$ cat config.mk
export PLATFORM = sky130hd
export DESIGN_NAME = calc_btn_cond_flat
export DESIGN_NICKNAME = d
export VERILOG_FILES = /design/src/rtl/calc_btn_cond_if.sv /design/src/rtl/calc_btn_cond.sv /design/src/flat_wrapper.sv
export SDC_FILE = /design/constraint.sdc
export NUM_CORES = 1
export LEC_CHECK = 0
export ABC_AREA = 1
export CAP_MARGIN = 20
export CORE_MARGIN = 2
export CORE_UTILIZATION = 59
export CTS_CLUSTER_DIAMETER = 100
export DETAILED_ROUTE_END_ITERATION = 8
export PLACE_DENSITY = 0.8
export SYNTH_ARGS = -nofsm -noshare
export SYNTH_HDL_FRONTEND = slang
export SYNTH_SLANG_ARGS = --single-unit
$ cat constraint.sdc
create_clock -name clk -period 1.82 [get_ports clk]
set_input_delay 0.364 -clock clk [delete_from_list [all_inputs] [get_ports clk]]
set_output_delay 0.364 -clock clk [all_outputs]
set_load 0.01 [all_outputs]
$ cat src/rtl/calc_btn_cond_if.sv
// Button/switch bundle between the board pins and the calculator core.
// Raw btn_in/sw_in in; debounced btn_lvl/btn_pulse and synced sw_out out.
interface calc_btn_cond_if;
  logic [4:0]  btn_in;
  logic [0:15] sw_in;
  logic [4:0]  btn_lvl;
  logic [4:0]  btn_pulse;
  logic [0:15] sw_out;

  modport master (
    output btn_in, sw_in,
    input  btn_lvl, btn_pulse, sw_out
  );

  modport slave (
    input  btn_in, sw_in,
    output btn_lvl, btn_pulse, sw_out
  );
endinterface

$ cat src/rtl/calc_btn_cond.sv
// Sync + debounce of 5 push-buttons, 2-flop sync of 16 switches.
// Ports: clk, rst_n (async low), bus (slave: btn_in/sw_in -> btn_lvl/btn_pulse/sw_out).
module calc_btn_cond #(
  parameter int DEBOUNCE_CYCLES = 1000000
) (
  input  logic            clk,
  input  logic            rst_n,
  calc_btn_cond_if.slave  bus
);

  localparam int CW = (DEBOUNCE_CYCLES > 2) ? $clog2(DEBOUNCE_CYCLES) : 1;
  localparam logic [CW-1:0] LAST = CW'(DEBOUNCE_CYCLES - 1);

  logic [4:0]         s1_q, s2_q;
  logic [4:0]         lvl_q, lvl_d;
  logic [4:0]         pulse_q, pulse_d;
  logic [4:0][CW-1:0] cnt_q, cnt_d;
  logic [0:15]        sw1_q, sw2_q;

  // Pulse is registered alongside the accepting edge, so it
  // coincides with the cycle in which lvl first reads 1.
  always_comb begin
    lvl_d   = lvl_q;
    pulse_d = '0;
    cnt_d   = cnt_q;
    for (int i = 0; i < 5; i++) begin
      if (s2_q[i] == lvl_q[i]) begin
        cnt_d[i] = '0;
      end else if (cnt_q[i] != LAST) begin
        cnt_d[i] = cnt_q[i] + CW'(1);
      end else begin
        lvl_d[i]   = s2_q[i];
        pulse_d[i] = s2_q[i];
        cnt_d[i]   = '0;
      end
    end
  end

  always_ff @(posedge clk or negedge rst_n) begin
    if (!rst_n) begin
      s1_q    <= '0;
      s2_q    <= '0;
      lvl_q   <= '0;
      pulse_q <= '0;
      cnt_q   <= '0;
      sw1_q   <= '0;
      sw2_q   <= '0;
    end else begin
      s1_q    <= bus.btn_in;
      s2_q    <= s1_q;
      lvl_q   <= lvl_d;
      pulse_q <= pulse_d;
      cnt_q   <= cnt_d;
      sw1_q   <= bus.sw_in;
      sw2_q   <= sw1_q;
    end
  end

  assign bus.btn_lvl   = lvl_q;
  assign bus.btn_pulse = pulse_q;
  assign bus.sw_out    = sw2_q;

endmodule

$ cat src/flat_wrapper.sv
// flat-port wrapper written by rule: the top's interface ports become plain ports
module calc_btn_cond_flat 
#(
  parameter int DEBOUNCE_CYCLES = 1000000
)
  (clk, rst_n, bus_btn_in, bus_sw_in, bus_btn_lvl, bus_btn_pulse, bus_sw_out);
  calc_btn_cond_if bus_i ();
  input  logic clk;
  input  logic rst_n;
  input wire logic [$bits(bus_i.btn_in)-1:0] bus_btn_in;
  input wire logic [$bits(bus_i.sw_in)-1:0] bus_sw_in;
  output wire logic [$bits(bus_i.btn_lvl)-1:0] bus_btn_lvl;
  output wire logic [$bits(bus_i.btn_pulse)-1:0] bus_btn_pulse;
  output wire logic [$bits(bus_i.sw_out)-1:0] bus_sw_out;
  assign bus_i.btn_in = bus_btn_in;
  assign bus_i.sw_in = bus_sw_in;
  assign bus_btn_lvl = bus_i.btn_lvl;
  assign bus_btn_pulse = bus_i.btn_pulse;
  assign bus_sw_out = bus_i.sw_out;
  calc_btn_cond #(.DEBOUNCE_CYCLES(DEBOUNCE_CYCLES)) u_core (.clk(clk), .rst_n(rst_n), .bus(bus_i));
endmodule
; ---- After elaboration in Yosys (flattened, before gate mapping)
; Cells that the tools add are included.
[totals]
reg_bits = 152
inputBits = 23
out_inout_bits = 26
word_cells = 65
[classes]
n_addsub = 5
eq_ne = 10
muxes = 20
bitwise_logic = 10
reduce_logical = 5
[op_table]
columns = op, count
row1 = $mux 20, 10
row2 = $add 20x1->20 const B, 5
row3 = $ne 20x20->1 const B, 5
row4 = $mux 1, 10
row5 = $not 1->1, 10
row6 = $reduce_and 2->1, 5
row7 = $eq 1x1->1, 5

; ---- Depth between registers and ports, before layout
; Gate-level depths: netlist of run 1.
[depth]
depth_word = 3
mapped_depth = 9
mapped_depth_nobuf = 9

; ---- Worst setup path after synthesis of run 1
; OpenSTA, ideal clock, no wires.
[synth_path]
path_kind = register to register
from = register u_core.cnt_q[60] in the netlist's numbering
to = register u_core.cnt_q[65] in the netlist's numbering
setup_time_ns = 0.120
arrival_ns = 1.150
t_required_ns = 1.700
path_slack_ns = 0.550
path_stages_with_launch = 7
path_buffers = 0
period_less_slack_ns = 1.270
cell_sequence = dfrtp_1 > ha_1 > nand3_2 > nor2_2 > nand3_2 > nand2_2 > nor2_1
[synth_lines]
columns = element, line
row1 = from (decl), calc_btn_cond.sv:17  ; logic [4:0][CW-1:0] cnt_q, cnt_d;
row2 = from (signal assigned), calc_btn_cond.sv:53  ; cnt_q <= cnt_d;

; ---- Worst setup path after layout of run 1
[layout_path]
from = register u_core.lvl_q[4] (netlist: u_core.bus.btn_lvl[4])
to = output bus_btn_lvl[4]
[layout_lines]
columns = element, line
row1 = from (decl), calc_btn_cond.sv:15  ; logic [4:0] lvl_q, lvl_d;
row2 = from (signal assigned), calc_btn_cond.sv:51  ; lvl_q <= lvl_d;
row3 = to (decl), flat_wrapper.sv:12  ; output wire logic [$bits(bus_i.btn_lvl)-1:0] bus_btn_lvl;
; No word-level cell between the ends.

==> flow_metrics.env, run 1 <==
export IMPL_status="finished clean"
export IMPL_fin_crit_sh_pct=95.8
export IMPL_fmax_mhz=573
export IMPL_p_total_mw=7.40
export IMPL_rows=41
export IMPL_final_layout_size_suffix_gt1_share_pct=15.5
export IMPL_cpPeakStageDelay_ns=0.54
export IMPL_setup_tns_ns=0
export IMPL_drcViolationCount=0
export IMPL_syn_area_per_cell_sq_um=8.70
export IMPL_critPathLaunchType="flop"
export IMPL_worstPathArrival_ns=1.38
export IMPL_grt_pass1_vias=5638
export IMPL_fin_worst_skew_ns=0.00626
export IMPL_ios=49
export IMPL_ys_top_cells_by_area="dfrtp_1 (51%), nor2_1 (9.8%), nand2_1 (7.0%)"
export IMPL_final_instance_count_excl_fill=1114
export IMPL_final_nets=957
export IMPL_drv_cap=0
export IMPL_first_iter_violations=476
export IMPL_yosysSeqAreaShare_pct=51.0
export IMPL_wl_met3_microns=769
export IMPL_crit_chain="clkdlybuf4s50_1"
export IMPL_slowest_stage="clkdlybuf4s50_1"
export IMPL_syn_area_sq_um=7450
export IMPL_clock_sinks=152
export IMPL_cts_buffers_inserted=17
export IMPL_setup_violations=0
export IMPL_crit_type="reg2out"
export IMPL_synth_top_area_share_pct=51.0
export IMPL_final_cell_mix="nor2_1 (194), dfrtp_1 (150), nand2_1 (139)"
export IMPL_core_sq_um=12500
export IMPL_syn_nets=885
export IMPL_cts_tree="yes"
export IMPL_grt_use_total_pct=24.5
export IMPL_grt_pass1_wl_mm=25.6
export IMPL_yosysTopAreaCell="dfrtp_1"
export IMPL_rsz0062_at_grt="no"
export IMPL_cp_max_fo=4
export IMPL_areaGrowthSynthToFinish_pct=18.6
export IMPL_cts_root_buffer="clkbuf_16"
export IMPL_h_tree_depth=4
export IMPL_endpoint_kind="output pin"
export IMPL_wirelength_met1_mm=6.55
export IMPL_path_buf_inv=1
export IMPL_dr_total_vias=5690
export IMPL_gp_congestion=0.962
export IMPL_yosysWarningCount=0
export IMPL_worstHoldPathType="reg2reg"
export IMPL_hold_violations=0
export IMPL_via_per_inst=5.11
export IMPL_path_delay_family="buffers and inverters"
export IMPL_final_cell_area_sq_um=8840
export IMPL_drv_slew=0
export IMPL_die_width_microns=116
export IMPL_cts_path_max_buffers=2
export IMPL_final_common_cell="nor2_1"
export IMPL_grt_max_degree=43
export IMPL_powerDensity_nw_per_um2=837
export IMPL_die_area_sq_um=13600
export IMPL_placed_area_sq_um=8210
export IMPL_port_buffers=48
export IMPL_clk_latency_ns=0.43
export IMPL_ant_nets=0
export IMPL_peakVddDrop_uv=723
export IMPL_required_ns=1.46
export IMPL_hpwl_mm=10.6
export IMPL_start_util_pct=59.8
export IMPL_worst_pin_slew_ns=0.406
export IMPL_dr_pass1_iters=5
export IMPL_antennaDiodeCount=0
export IMPL_wl_per_cell_microns=13.5
export IMPL_synth_cells=857
export IMPL_relSlewSlack_pct=72.9
export IMPL_die_y_microns=116
export IMPL_wl_met2_mm=7.38
export IMPL_clkSlewWorstSetupHoldPaths_ns=0.06
export IMPL_p_leak_nw=3.89
export IMPL_period_minus_slack_ns=1.74
export IMPL_routed_top_layer="met4"
export IMPL_antenna_found_initial=0
export IMPL_grt_overflow=0
export IMPL_yosysUniqueCellTypes=31
export IMPL_ys_ff_latch=152
export IMPL_wl_mm=15.0
export IMPL_regToRegSetupSlack_ns=0.33
export IMPL_numPlacedInstances=1080
layout make-up:
cell class              instances  area (sq um)
inverters                      88           330
multi-input cells             616          3320
fillers                       969          3620
clock buffers                  17           425
flip-flops and latches        152          3810
well taps                     172           215
clock inverters                15           180
repair buffers                 54           568
what timing repair did:
item                                    CTS  global route
cloned                                    0             0
resized for setup                         1             3
endpoints found under the hold margin    31             0
endpoints found under the setup margin    1             4
setup buffers                             0             1
hold buffers                              1             0
cell usage after synthesis:
library cell / count
or2_1: 2
nor3_1: 8
a21oi_2: 1
nor2_1: 194
o21ai_1: 6
nand3_4: 2
ha_1: 5
xnor2_1: 17
nand2_4: 3
o21ai_0: 9
xor2_1: 31
nor3_2: 1
nor2_2: 22
nand3_2: 12
xor2_2: 5
dfrtp_1: 152
nor3b_2: 2
inv_2: 9
a21oi_1: 13
or2_2: 1
nand2_2: 27
nand4_1: 24
nand2_1: 139
o21bai_1: 3
a31oi_1: 1
inv_1: 79
nor2_4: 21
and2_1: 2
buf_2: 1
nand3b_1: 4
nand3_1: 61
power breakdown:
group          leakage (nW)  internal (mW)  switching (mW)
Clock                 0.294           2.08            1.53
Sequential             2.01           3.45          0.0407
Combinational          1.59          0.129           0.173
layer usage:
layer  vias to the layer above  global-route usage [%]
met3                        29                    5.40
met4                         0                    10.9
met1                      2656                    31.6
met5                         -                       0
met2                       154                    40.1
li1                       2851                       -
sequential cells by signal, indices dropped and copies added (netlist names):
| register | count |
|---|---|
| u_core.s2_q | 5 |
| u_core.bus.sw_out | 16 |
| u_core.s1_q | 5 |
| u_core.cnt_q | 100 |
| u_core.bus.btn_lvl | 5 |
| u_core.sw1_q | 16 |
| u_core.bus.btn_pulse | 5 |
worst paths after layout:
kind,from,cells after the start,end
worst max-delay path,u_core.bus.btn_lvl[4],1,bus_btn_lvl[4]
worst min-delay path,u_core.sw1_q[11],0,u_core.bus.sw_out[11]
worst max register to register,u_core.cnt_q[60],6,u_core.cnt_q[78]
worst min register to register,u_core.sw1_q[11],0,u_core.bus.sw_out[11]
max in group asynchronous,rst_n,3,u_core.bus.btn_lvl[4]
min in group asynchronous,rst_n,2,u_core.cnt_q[58]
metrics by stage:
step | hold WS [ns] | worst slack, ns | util [%]
global route | 0.354 | 0.0141 | 70.9
detailed placement | 0.294 | 0.372 | 65.9
finish | 0.347 | 0.0757 | 70.9
CTS | 0.349 | 0.00488 | 70.8
floorplan | 0.0684 | 0.550 | -
global placement | 0.295 | 0.415 | 65.9
cells by family (layout without fill, tap and decap cells):
| family | Yosys count | count (layout) | synth area share [%] |
|---|---|---|---|
| XOR/XNOR | 53 | 53 | 6.73 |
| buffers and inverters | 89 | 174 | 4.50 |
| flip-flops | 152 | 152 | 51.0 |
| AO/OA/AOI/OAI | 33 | 33 | 2.38 |
| adder cells (fa/ha/maj) | 5 | 5 | 0.839 |
| AND/OR/NAND/NOR | 525 | 525 | 34.5 |
Note: power is estimated with default switching activity, not from simulation.
==> run 2: changes to the inputs <==
--- a/config.mk
+++ b/config.mk
@@ -11,6 +11,7 @@
 export CORE_UTILIZATION = 59
 export CTS_CLUSTER_DIAMETER = 100
 export DETAILED_ROUTE_END_ITERATION = 8
+export HOLD_SLACK_MARGIN = 0.1
 export PLACE_DENSITY = 0.8
 export SYNTH_ARGS = -nofsm -noshare
 export SYNTH_HDL_FRONTEND = slang
==> results of run 2 <==
No change in the layout: final DEF, timing and power equal those of run 1.
==> run 3: changes to the inputs <==
--- a/config.mk
+++ b/config.mk
@@ -11,7 +11,6 @@
 export CORE_UTILIZATION = 59
 export CTS_CLUSTER_DIAMETER = 100
 export DETAILED_ROUTE_END_ITERATION = 8
-export HOLD_SLACK_MARGIN = 0.1
 export PLACE_DENSITY = 0.8
 export SYNTH_ARGS = -nofsm -noshare
 export SYNTH_HDL_FRONTEND = slang
==> results of run 3 <==
No change in the layout: final DEF, timing and power equal those of run 1.
